### src/rtl/rchdc_pkg.sv
// rtl/rchdc_pkg.sv - shared types and default sizing for the RCHDC classifier controller
package rchdc_pkg;

    localparam int SMP_SIZE = 16;
    localparam int SET_SIZE = 8;
    localparam int CLS_NUM  = 4;
    localparam int CLS_DW   = $clog2(CLS_NUM);
    localparam int SIMI_W   = 10;

    localparam logic MODE_TRAIN   = 1'b0;
    localparam logic MODE_PREDICT = 1'b1;

    typedef enum logic [2:0] {
        IDLE,
        CLEAR,
        ENCODE,
        WAIT_ENC,
        WRITE,
        SCAN,
        DONE
    } ctrl_state_e;

endpackage

### src/rtl/rchdc_ctrl_if.sv
// rtl/rchdc_ctrl_if.sv - command, feature, AM, similarity and result signals of the controller
interface rchdc_ctrl_if #(
    parameter int CLS_DW = rchdc_pkg::CLS_DW,
    parameter int SIMI_W = rchdc_pkg::SIMI_W
);
    logic              cmd_valid;
    logic              cmd_ready;
    logic              cmd_mode;
    // one extra bit so out-of-range labels reach the range check instead of aliasing
    logic [CLS_DW:0]   cmd_label;
    logic              feat_valid;
    logic              feat_ready;
    logic              enc_en;
    logic              enc_clear;
    logic              enc_done;
    logic              am_we;
    logic [CLS_DW-1:0] am_waddr;
    logic [CLS_DW-1:0] am_raddr;
    logic              simi_valid;
    logic [SIMI_W-1:0] simi;
    logic              res_valid;
    logic              res_ready;
    logic [CLS_DW-1:0] res_class;
    logic [SIMI_W-1:0] res_simi;
    logic              busy;

    modport master (
        output cmd_valid, cmd_mode, cmd_label, feat_valid, enc_done,
               simi_valid, simi, res_ready,
        input  cmd_ready, feat_ready, enc_en, enc_clear, am_we, am_waddr,
               am_raddr, res_valid, res_class, res_simi, busy
    );

    modport slave (
        input  cmd_valid, cmd_mode, cmd_label, feat_valid, enc_done,
               simi_valid, simi, res_ready,
        output cmd_ready, feat_ready, enc_en, enc_clear, am_we, am_waddr,
               am_raddr, res_valid, res_class, res_simi, busy
    );

endinterface

### src/rtl/rchdc_argmax.sv
// rtl/rchdc_argmax.sv - running argmax over similarity results; ties keep the earlier index
module rchdc_argmax #(
    parameter int IDX_W   = 2,
    parameter int SCORE_W = 10
) (
    input  logic               clk,
    input  logic               rst,
    input  logic               clear,
    input  logic               valid,
    input  logic [SCORE_W-1:0] score,
    input  logic [IDX_W-1:0]   index,
    output logic [IDX_W-1:0]   best_idx,
    output logic [SCORE_W-1:0] best_score
);

    logic have;

    always_ff @(posedge clk) begin
        if (rst || clear) begin
            have       <= 1'b0;
            best_idx   <= '0;
            best_score <= '0;
        end else if (valid && (!have || score > best_score)) begin
            have       <= 1'b1;
            best_idx   <= index;
            best_score <= score;
        end
    end

endmodule

### src/rtl/rchdc_ctrl.sv
// rtl/rchdc_ctrl.sv - TRAIN/PREDICT sequencer for the RCHDC encoder, class AM and similarity units
module rchdc_ctrl
    import rchdc_pkg::*;
#(
    parameter int SMP_SIZE_P = rchdc_pkg::SMP_SIZE,
    parameter int SET_SIZE_P = rchdc_pkg::SET_SIZE,
    parameter int CLS_NUM_P  = rchdc_pkg::CLS_NUM,
    parameter int SIMI_W_P   = rchdc_pkg::SIMI_W
) (
    input  logic          clk,
    input  logic          rst,
    rchdc_ctrl_if.slave   bus
);

    localparam int CLS_DW_P = $clog2(CLS_NUM_P);
    localparam int CNT_W    = $clog2(SMP_SIZE_P * SET_SIZE_P + 1);

    localparam logic [CNT_W-1:0]  LAST_TRAIN = CNT_W'(SMP_SIZE_P * SET_SIZE_P - 1);
    localparam logic [CNT_W-1:0]  LAST_PRED  = CNT_W'(SMP_SIZE_P - 1);
    localparam logic [CLS_DW_P:0] CLS_LIM    = (CLS_DW_P + 1)'(CLS_NUM_P);
    localparam logic [CLS_DW_P:0] CLS_LAST_W = (CLS_DW_P + 1)'(CLS_NUM_P - 1);
    localparam logic [CLS_DW_P-1:0] CLS_LAST = CLS_DW_P'(CLS_NUM_P - 1);

    ctrl_state_e state, state_nxt;

    logic                  mode;
    logic [CLS_DW_P:0]     label;
    logic                  err;
    logic [CNT_W-1:0]      feat_cnt;
    logic [CLS_DW_P-1:0]   issue_cnt;
    logic [CLS_DW_P:0]     res_cnt;
    logic [CLS_DW_P-1:0]   best_idx;
    logic [SIMI_W_P-1:0]   best_score;

    logic accept, label_bad, handshake, feat_last, simi_take, simi_last;

    assign accept    = (state == IDLE) && bus.cmd_valid;
    assign label_bad = (bus.cmd_mode == MODE_TRAIN) && (bus.cmd_label >= CLS_LIM);
    assign handshake = (state == ENCODE) && bus.feat_valid;
    assign feat_last = (feat_cnt == ((mode == MODE_TRAIN) ? LAST_TRAIN : LAST_PRED));
    assign simi_take = (state == SCAN) && bus.simi_valid && (res_cnt < CLS_LIM);
    assign simi_last = simi_take && (res_cnt == CLS_LAST_W);

    always_ff @(posedge clk) begin
        if (rst) state <= IDLE;
        else     state <= state_nxt;
    end

    always_comb begin
        state_nxt = state;
        case (state)
            IDLE:     if (accept) state_nxt = label_bad ? DONE : CLEAR;
            CLEAR:    state_nxt = ENCODE;
            ENCODE:   if (handshake && feat_last) state_nxt = WAIT_ENC;
            WAIT_ENC: if (bus.enc_done) state_nxt = (mode == MODE_PREDICT) ? SCAN : WRITE;
            WRITE:    state_nxt = DONE;
            SCAN:     if (simi_last) state_nxt = DONE;
            DONE:     if (bus.res_ready) state_nxt = IDLE;
            default:  state_nxt = IDLE;
        endcase
    end

    always_ff @(posedge clk) begin
        if (rst) begin
            mode      <= MODE_TRAIN;
            label     <= '0;
            err       <= 1'b0;
            feat_cnt  <= '0;
            issue_cnt <= '0;
            res_cnt   <= '0;
        end else begin
            if (accept) begin
                mode      <= bus.cmd_mode;
                label     <= bus.cmd_label;
                err       <= label_bad;
                feat_cnt  <= '0;
                issue_cnt <= '0;
                res_cnt   <= '0;
            end
            if (handshake) feat_cnt <= feat_cnt + 1'b1;
            // read address walks the classes once, then parks on the last one
            if (state == SCAN && issue_cnt != CLS_LAST) issue_cnt <= issue_cnt + 1'b1;
            if (simi_take) res_cnt <= res_cnt + 1'b1;
        end
    end

    rchdc_argmax #(
        .IDX_W   (CLS_DW_P),
        .SCORE_W (SIMI_W_P)
    ) u_argmax (
        .clk        (clk),
        .rst        (rst),
        .clear      (accept),
        .valid      (simi_take),
        .score      (bus.simi),
        .index      (res_cnt[CLS_DW_P-1:0]),
        .best_idx   (best_idx),
        .best_score (best_score)
    );

    always_comb begin
        bus.cmd_ready  = (state == IDLE);
        bus.feat_ready = (state == ENCODE);
        bus.enc_en     = handshake;
        bus.enc_clear  = (state == CLEAR);
        bus.am_we      = (state == WRITE);
        bus.am_waddr   = label[CLS_DW_P-1:0];
        bus.am_raddr   = issue_cnt;
        bus.busy       = (state != IDLE);
        bus.res_valid  = 1'b0;
        bus.res_class  = '0;
        bus.res_simi   = '0;
        if (state == DONE) begin
            bus.res_valid = 1'b1;
            if (err) begin
                bus.res_class = CLS_LAST;
                bus.res_simi  = '1;
            end else if (mode == MODE_PREDICT) begin
                bus.res_class = best_idx;
                bus.res_simi  = best_score;
            end else begin
                bus.res_class = label[CLS_DW_P-1:0];
            end
        end
    end

endmodule
### src/flat_wrapper.sv
// flat-port wrapper written by rule: the top's interface ports become plain ports
module rchdc_ctrl_flat import rchdc_pkg::*;
#(
    parameter int SMP_SIZE_P = rchdc_pkg::SMP_SIZE,
    parameter int SET_SIZE_P = rchdc_pkg::SET_SIZE,
    parameter int CLS_NUM_P  = rchdc_pkg::CLS_NUM,
    parameter int SIMI_W_P   = rchdc_pkg::SIMI_W
)
  (clk, rst, bus_cmd_valid, bus_cmd_mode, bus_cmd_label, bus_feat_valid, bus_enc_done, bus_simi_valid, bus_simi, bus_res_ready, bus_cmd_ready, bus_feat_ready, bus_enc_en, bus_enc_clear, bus_am_we, bus_am_waddr, bus_am_raddr, bus_res_valid, bus_res_class, bus_res_simi, bus_busy);
  rchdc_ctrl_if bus_i ();
  input  logic clk;
  input  logic rst;
  input wire logic [$bits(bus_i.cmd_valid)-1:0] bus_cmd_valid;
  input wire logic [$bits(bus_i.cmd_mode)-1:0] bus_cmd_mode;
  input wire logic [$bits(bus_i.cmd_label)-1:0] bus_cmd_label;
  input wire logic [$bits(bus_i.feat_valid)-1:0] bus_feat_valid;
  input wire logic [$bits(bus_i.enc_done)-1:0] bus_enc_done;
  input wire logic [$bits(bus_i.simi_valid)-1:0] bus_simi_valid;
  input wire logic [$bits(bus_i.simi)-1:0] bus_simi;
  input wire logic [$bits(bus_i.res_ready)-1:0] bus_res_ready;
  output wire logic [$bits(bus_i.cmd_ready)-1:0] bus_cmd_ready;
  output wire logic [$bits(bus_i.feat_ready)-1:0] bus_feat_ready;
  output wire logic [$bits(bus_i.enc_en)-1:0] bus_enc_en;
  output wire logic [$bits(bus_i.enc_clear)-1:0] bus_enc_clear;
  output wire logic [$bits(bus_i.am_we)-1:0] bus_am_we;
  output wire logic [$bits(bus_i.am_waddr)-1:0] bus_am_waddr;
  output wire logic [$bits(bus_i.am_raddr)-1:0] bus_am_raddr;
  output wire logic [$bits(bus_i.res_valid)-1:0] bus_res_valid;
  output wire logic [$bits(bus_i.res_class)-1:0] bus_res_class;
  output wire logic [$bits(bus_i.res_simi)-1:0] bus_res_simi;
  output wire logic [$bits(bus_i.busy)-1:0] bus_busy;
  assign bus_i.cmd_valid = bus_cmd_valid;
  assign bus_i.cmd_mode = bus_cmd_mode;
  assign bus_i.cmd_label = bus_cmd_label;
  assign bus_i.feat_valid = bus_feat_valid;
  assign bus_i.enc_done = bus_enc_done;
  assign bus_i.simi_valid = bus_simi_valid;
  assign bus_i.simi = bus_simi;
  assign bus_i.res_ready = bus_res_ready;
  assign bus_cmd_ready = bus_i.cmd_ready;
  assign bus_feat_ready = bus_i.feat_ready;
  assign bus_enc_en = bus_i.enc_en;
  assign bus_enc_clear = bus_i.enc_clear;
  assign bus_am_we = bus_i.am_we;
  assign bus_am_waddr = bus_i.am_waddr;
  assign bus_am_raddr = bus_i.am_raddr;
  assign bus_res_valid = bus_i.res_valid;
  assign bus_res_class = bus_i.res_class;
  assign bus_res_simi = bus_i.res_simi;
  assign bus_busy = bus_i.busy;
  rchdc_ctrl #(.SMP_SIZE_P(SMP_SIZE_P), .SET_SIZE_P(SET_SIZE_P), .CLS_NUM_P(CLS_NUM_P), .SIMI_W_P(SIMI_W_P)) u_core (.clk(clk), .rst(rst), .bus(bus_i));
endmodule
### config.mk
export PLATFORM = sky130hd
export DESIGN_NAME = rchdc_ctrl_flat
export DESIGN_NICKNAME = d
export VERILOG_FILES = /design/src/rtl/rchdc_pkg.sv /design/src/rtl/rchdc_ctrl_if.sv /design/src/rtl/rchdc_argmax.sv /design/src/rtl/rchdc_ctrl.sv /design/src/flat_wrapper.sv
export SDC_FILE = /design/constraint.sdc
export NUM_CORES = 1
export LEC_CHECK = 0
export ABC_CLOCK_PERIOD_IN_PS = 3100
export BUFFER_PORTS_ARGS = -buffer_cell sky130_fd_sc_hd__buf_2
export CORE_ASPECT_RATIO = 0.75
export CORE_MARGIN = 5
export CORE_UTILIZATION = 50
export DETAILED_ROUTE_END_ITERATION = 6
export PLACE_DENSITY = 0.78
export REMOVE_ABC_BUFFERS = 1
export SYNTH_ARGS = -nofsm -noshare
export SYNTH_HDL_FRONTEND = slang
export SYNTH_SLANG_ARGS = --single-unit
### constraint.sdc
create_clock -name clk -period 3.1 [get_ports clk]
set_input_delay 0.775 -clock clk [delete_from_list [all_inputs] [get_ports clk]]
set_output_delay 0.775 -clock clk [all_outputs]
set_load 0.02 [all_outputs]
# Yosys cells after proc, flatten, opt, wreduce, memory -nomap -nowiden
# Index checks and enable logic that the tools add are counted.
dict set report word_totals {
  ff_bits 33
  inputBits 21
  output_inout_bits 23
  word_cells 71
}
dict set report classes {
  addsub 3
  magnitude_cmp 3
  eq_ne 14
  mux 22
  bitwise 1
  reduce_logical 18
}
# operator count
set op_table {}
lappend op_table {{$mux W10} 3}
lappend op_table {{$mux W3} 8}
lappend op_table {{$pmux W3 S7} 1}
lappend op_table {{$mux W8} 2}
lappend op_table {{$gt A10 B10 Y1} 1}
lappend op_table {{$mux W2} 5}
lappend op_table {{$eq A3 B2 Y1 const B} 3}
lappend op_table {{$eq A3 B3 Y1 const B} 3}
lappend op_table {{$logic_and A1 B1 Y1} 9}
lappend op_table {{$add A8 B1 Y8 const B} 1}
lappend op_table {{$eq A8 B8 Y1} 1}
lappend op_table {{$mux W7} 1}
lappend op_table {{$ne A2 B1 Y1 const B} 3}
lappend op_table {{$ne A2 B2 Y1 const B} 3}
lappend op_table {{$reduce_bool A2 Y1} 3}
lappend op_table {{$reduce_and A5 Y1} 1}
lappend op_table {{$add A3 B1 Y3 const B} 1}
lappend op_table {{$eq A3 B1 Y1 const B} 1}
lappend op_table {{$ge A3 B3 Y1 const B} 1}
lappend op_table {{$logic_not A3 Y1} 1}
lappend op_table {{$lt A3 B3 Y1 const B} 1}
lappend op_table {{$reduce_bool A3 Y1} 1}
lappend op_table {{$add A2 B1 Y2 const B} 1}
lappend op_table {{$logic_or A1 B1 Y1} 2}
lappend op_table {{3 further kinds} 4}

# Depth between registers and ports, before layout
dict set report logic_depth {
  ltp_word 6
  depth_mapped 8
  ltp_nobuf 7
}

# Modules after synthesis
# Synthesis repeated with hierarchy kept, for this count alone.
dict set report unflattened {
  cells_unflattened 259
  area_unflattened_um2 2220.9
}
# module instances cells_each area_each_um2 seq_area_each_um2
set by_module_without_submodules {}
lappend by_module_without_submodules {rchdc_ctrl 1 164 1303.8 400.4}
lappend by_module_without_submodules {rchdc_argmax 1 95 917.1 260.2}

# Least setup slack after synthesis
# No wires, ideal clock.
dict set report synth_timing {
  kind {input to register}
  from {input bus_simi[5]}
  to {register u_core.u_argmax.best_idx[0]}
  setup_ns 0.076
  arrival_ns 2.323
  required_time_ns 3.024
  setup_slack_ns 0.702
  path_stages 7
  n_path_buf 1
  path_cell_list {ha_1 -> a21oi_1 -> o21ai_0 -> a2111oi_0 -> clkbuf_1 -> o21ai_0 -> a21boi_0}
}
dict set report synth_between {
  elab_chain_len 3
}
# item line
set synth_lines {}
lappend synth_lines {{start, declared} flat_wrapper.sv:19} ;# input wire logic [$bits(bus_i.simi)-1:0] bus_simi;
lappend synth_lines {{$gt A10 B10 Y1} rchdc_argmax.sv:23} ;# end else if (valid && (!have || score > best_score)) begin
lappend synth_lines {{$logic_or A1 B1 Y1} rchdc_argmax.sv:23}
lappend synth_lines {{$logic_and A1 B1 Y1} rchdc_argmax.sv:23}
lappend synth_lines {{end signal, assigned} rchdc_argmax.sv:25} ;# best_idx <= index;
lappend synth_lines {{end, declared} rchdc_argmax.sv:12} ;# output logic [IDX_W-1:0] best_idx,
# Every way passes these cells.
# A chain may end at the register's enable or synchronous reset.

# Final worst setup path
dict set report layout_timing {
  from {register u_core.state[1]}
  to {output bus_res_class[1]}
}
dict set report layout_between {
  elab_chain_len 2
}
# item line
set layout_lines {}
lappend layout_lines {{start, declared} rchdc_ctrl.sv:24} ;# ctrl_state_e state, state_nxt;
lappend layout_lines {{start signal, assigned} rchdc_ctrl.sv:46} ;# else state <= state_nxt;
lappend layout_lines {{$eq A3 B3 Y1} rchdc_ctrl.sv:113} ;# if (state == DONE) begin
lappend layout_lines {{$mux W2} rchdc_ctrl.sv:113}
lappend layout_lines {{end, declared} flat_wrapper.sv:29} ;# output wire logic [$bits(bus_i.res_class)-1:0] bus_res_class;
# Every way passes these cells.

==> run metrics <==
drt pass-1 iters 5; final hold vios 0; Mapped Cells 257; IO Port Bufs between 40 and 50; register area share after synthesis 0.331; skew final just under 6 ps; Worst Setup Start Kind flop; # fillers approximately 340; die area 5360 um2; vias in the first global route approximately 1700; wire length per cell roughly 13 um; Detailed Place HPWL approximately 3.4 mm; status finished clean; synthesized area 1990 um2; CTS max path bufs 2; first-pass GRT wire length 7.74 mm; Avg Cell Area, Syn 7.76 um2; clock sink total 33; Setup violations, final 0; Starting Density 0.531; initial antenna violation count 0; Worst Max-Slew Pin Slew roughly 740 ps; commonest non-fill, non-tap cells in the layout 43 x buf_2, 42 x nor2_1, 33 x dfxtp_1; IO Pins between 40 and 50; Total Nets Final 330; crit path cell chain nand3b_1 -> nor2_1 -> buf_2; Slew HR 0.505; pwr/cell area 599 nW/um2; Leak between 0.9 and 1 nW; Core Box Area about 3800 um2; Die Y ~65 um; min-delay worst type flop to flop; critical path peak fanout 15; Die W approximately 83 um; period utilisation layout 0.851; layout cells sized above 1 0.193; hold_buf cts 0; Setup CP Type flop to output port; Resized Gates After CTS 0; Yosys warning count 0; Async SR Flop Fraction 0; largest net degree at the start of global routing 22; clock transition at the registers of the reported paths around 70 ps; sum of buffers and inverters on the critical path 1; count of flip-flops with a built-in enable after synthesis 0; htree depth 2; Tot GR Track Use 0.175; vias approximately 1900; Root Driver clkbuf_8; CP Data Required Time about 2300 ps; Max Freq around 0.38 GHz; Post-CTS Setup Bufs 0; Max Cap Viol 0; commonest non-fill, non-tap cell in the layout buf_2; TNS Setup 0 ps; synth unique cells 39; total CTS buffers 5; crit path time final around 2600 ps; post-route ant nets 0; antenna diode count 0; 1st-iter DRT viols 98; routability-driven placement congestion ratio 0.842; CTS tree built; Yosys reg bits 33; VDD IR max 0.481 mV; Finished Core Util 0.613; Worst-Skew Late Latency about 290 ps; CP max-delay cell dfxtp_1; Worst path max stage delay about 570 ps; max-slew violations 0; Syn-to-layout area delta 15.6%; DRC viols 0; Primary FF master, synth dfxtp_1; Setup crit end kind output port; GRT overflow 0; WP data arrival 1860 ps; final WL 4.61 mm; RSZ-0062 raised after global routing false; Crit path max-delay family simple AND/OR/NAND/NOR gates; Core Rows 19; routed vias/inst roughly 5.5
through the flow:
| step | worst slack (ps) | hold slack, ps | total power [W] | area [um2] | std cells |
|---|---|---|---|---|---|
| 4_1_cts | 456 | 475 | 0.00139 | 2300 | 347 |
| 2_1_floorplan | 161 | 455 | 0.000905 | 1910 | 242 |
| 3_5_place_dp | 513 | 466 | 0.00106 | 2220 | 340 |
| 3_3_place_gp | 534 | 452 | 0.00105 | 2220 | 340 |
| 6_report | 462 | 479 | 0.00138 | 2300 | 347 |
| 5_1_grt | 256 | 495 | 0.00148 | 2300 | 347 |
state kept, by name, summed over array words and instances (netlist names):
register / cells
u_core.u_argmax.best_score: 10
u_core.feat_cnt: 8
u_core.res_cnt: 3
u_core.state: 3
u_core.bus.am_raddr: 2
u_core.label: 2
u_core.u_argmax.best_idx: 2
u_core.err: 1
u_core.mode: 1
u_core.u_argmax.have: 1
worst min-delay path, cell delays in order (launching register included):
cell and delay [ps]:
dfxtp_1 320, nand2_1 60, a21oi_1 50
cells by family after synthesis:
| kind of cell | after synthesis | synth area share |
|---|---|---|
| buffers and inverters | 32 | 0.0722 |
| adders and majority gates | 14 | 0.0879 |
| muxes | 4 | 0.0213 |
| AOI/OAI and AO/OA | 74 | 0.239 |
| DFF | 33 | 0.331 |
| and+or+nand+nor | 100 | 0.248 |
layer usage:
metal / track usage / vias up / part of all wire
met4: 0.0673 / 0 / 0.015
met1: 0.234 / 869 / 0.50
met3: 0.0392 / 6 / 0.038
met2: 0.278 / 40 / 0.45
li1: - / 979 / -
met5: 0 / - / 0
worst paths after layout:
| path | from | endpoint | slack, ps | depth (start not counted) |
|---|---|---|---|---|
| setup / recovery | u_core.state[1]$_SDFFE_PP0P_ | bus_res_class[1] | 460 | 3 |
| hold / removal | u_core.label[1]$_SDFFE_PP0P_ | u_core.label[1]$_SDFFE_PP0P_ | 480 | 2 |
| setup reg to reg | u_core.mode$_SDFFE_PP0P_ | u_core.state[2]$_SDFFE_PP0P_ | 520 | 5 |
| hold reg to reg | u_core.label[1]$_SDFFE_PP0P_ | u_core.label[1]$_SDFFE_PP0P_ | 480 | 2 |
report_power, final:
part | switching, W | internal [W] | total (W)
logic | 0.000302 | 0.000205 | 0.000507
clock network | 0.000151 | 0.000176 | 0.000327
registers | 0.0000860 | 0.000460 | 0.000546
total | 0.000539 | 0.000841 | 0.00138
cell usage after synthesis (2+ instances only):
library cell	count	area (um2)
a2111o_1	2	22.5
nand2b_1	3	18.8
a21boi_0	12	90.1
nor2_1	42	158
nand2_1	13	48.8
o21ai_0	17	85.1
or3_1	3	18.8
mux2i_1	2	20.0
a211oi_1	6	45.0
nand4_1	2	12.5
clkbuf_1	10	37.5
nor3b_1	3	22.5
ha_1	14	175
nand3b_1	5	37.5
nor3_1	4	20.0
a22oi_1	3	22.5
nor2b_1	2	12.5
inv_1	17	63.8
buf_4	3	22.5
mux2_2	2	22.5
nand3_1	16	80.1
a21oi_1	27	135
dfxtp_1	33	661
layout make-up:
type,count,area [um2],area share
Clock buffer,7,86.3,0.0375
Sequential cell,33,661,0.287
Multi-Input combinational cell,192,1190,0.517
Tap cell,52,65.1,0.0282
Inverter,17,63.8,0.0277
Timing Repair Buffer,46,238,0.103
Note: power is estimated with default switching activity, not from simulation.
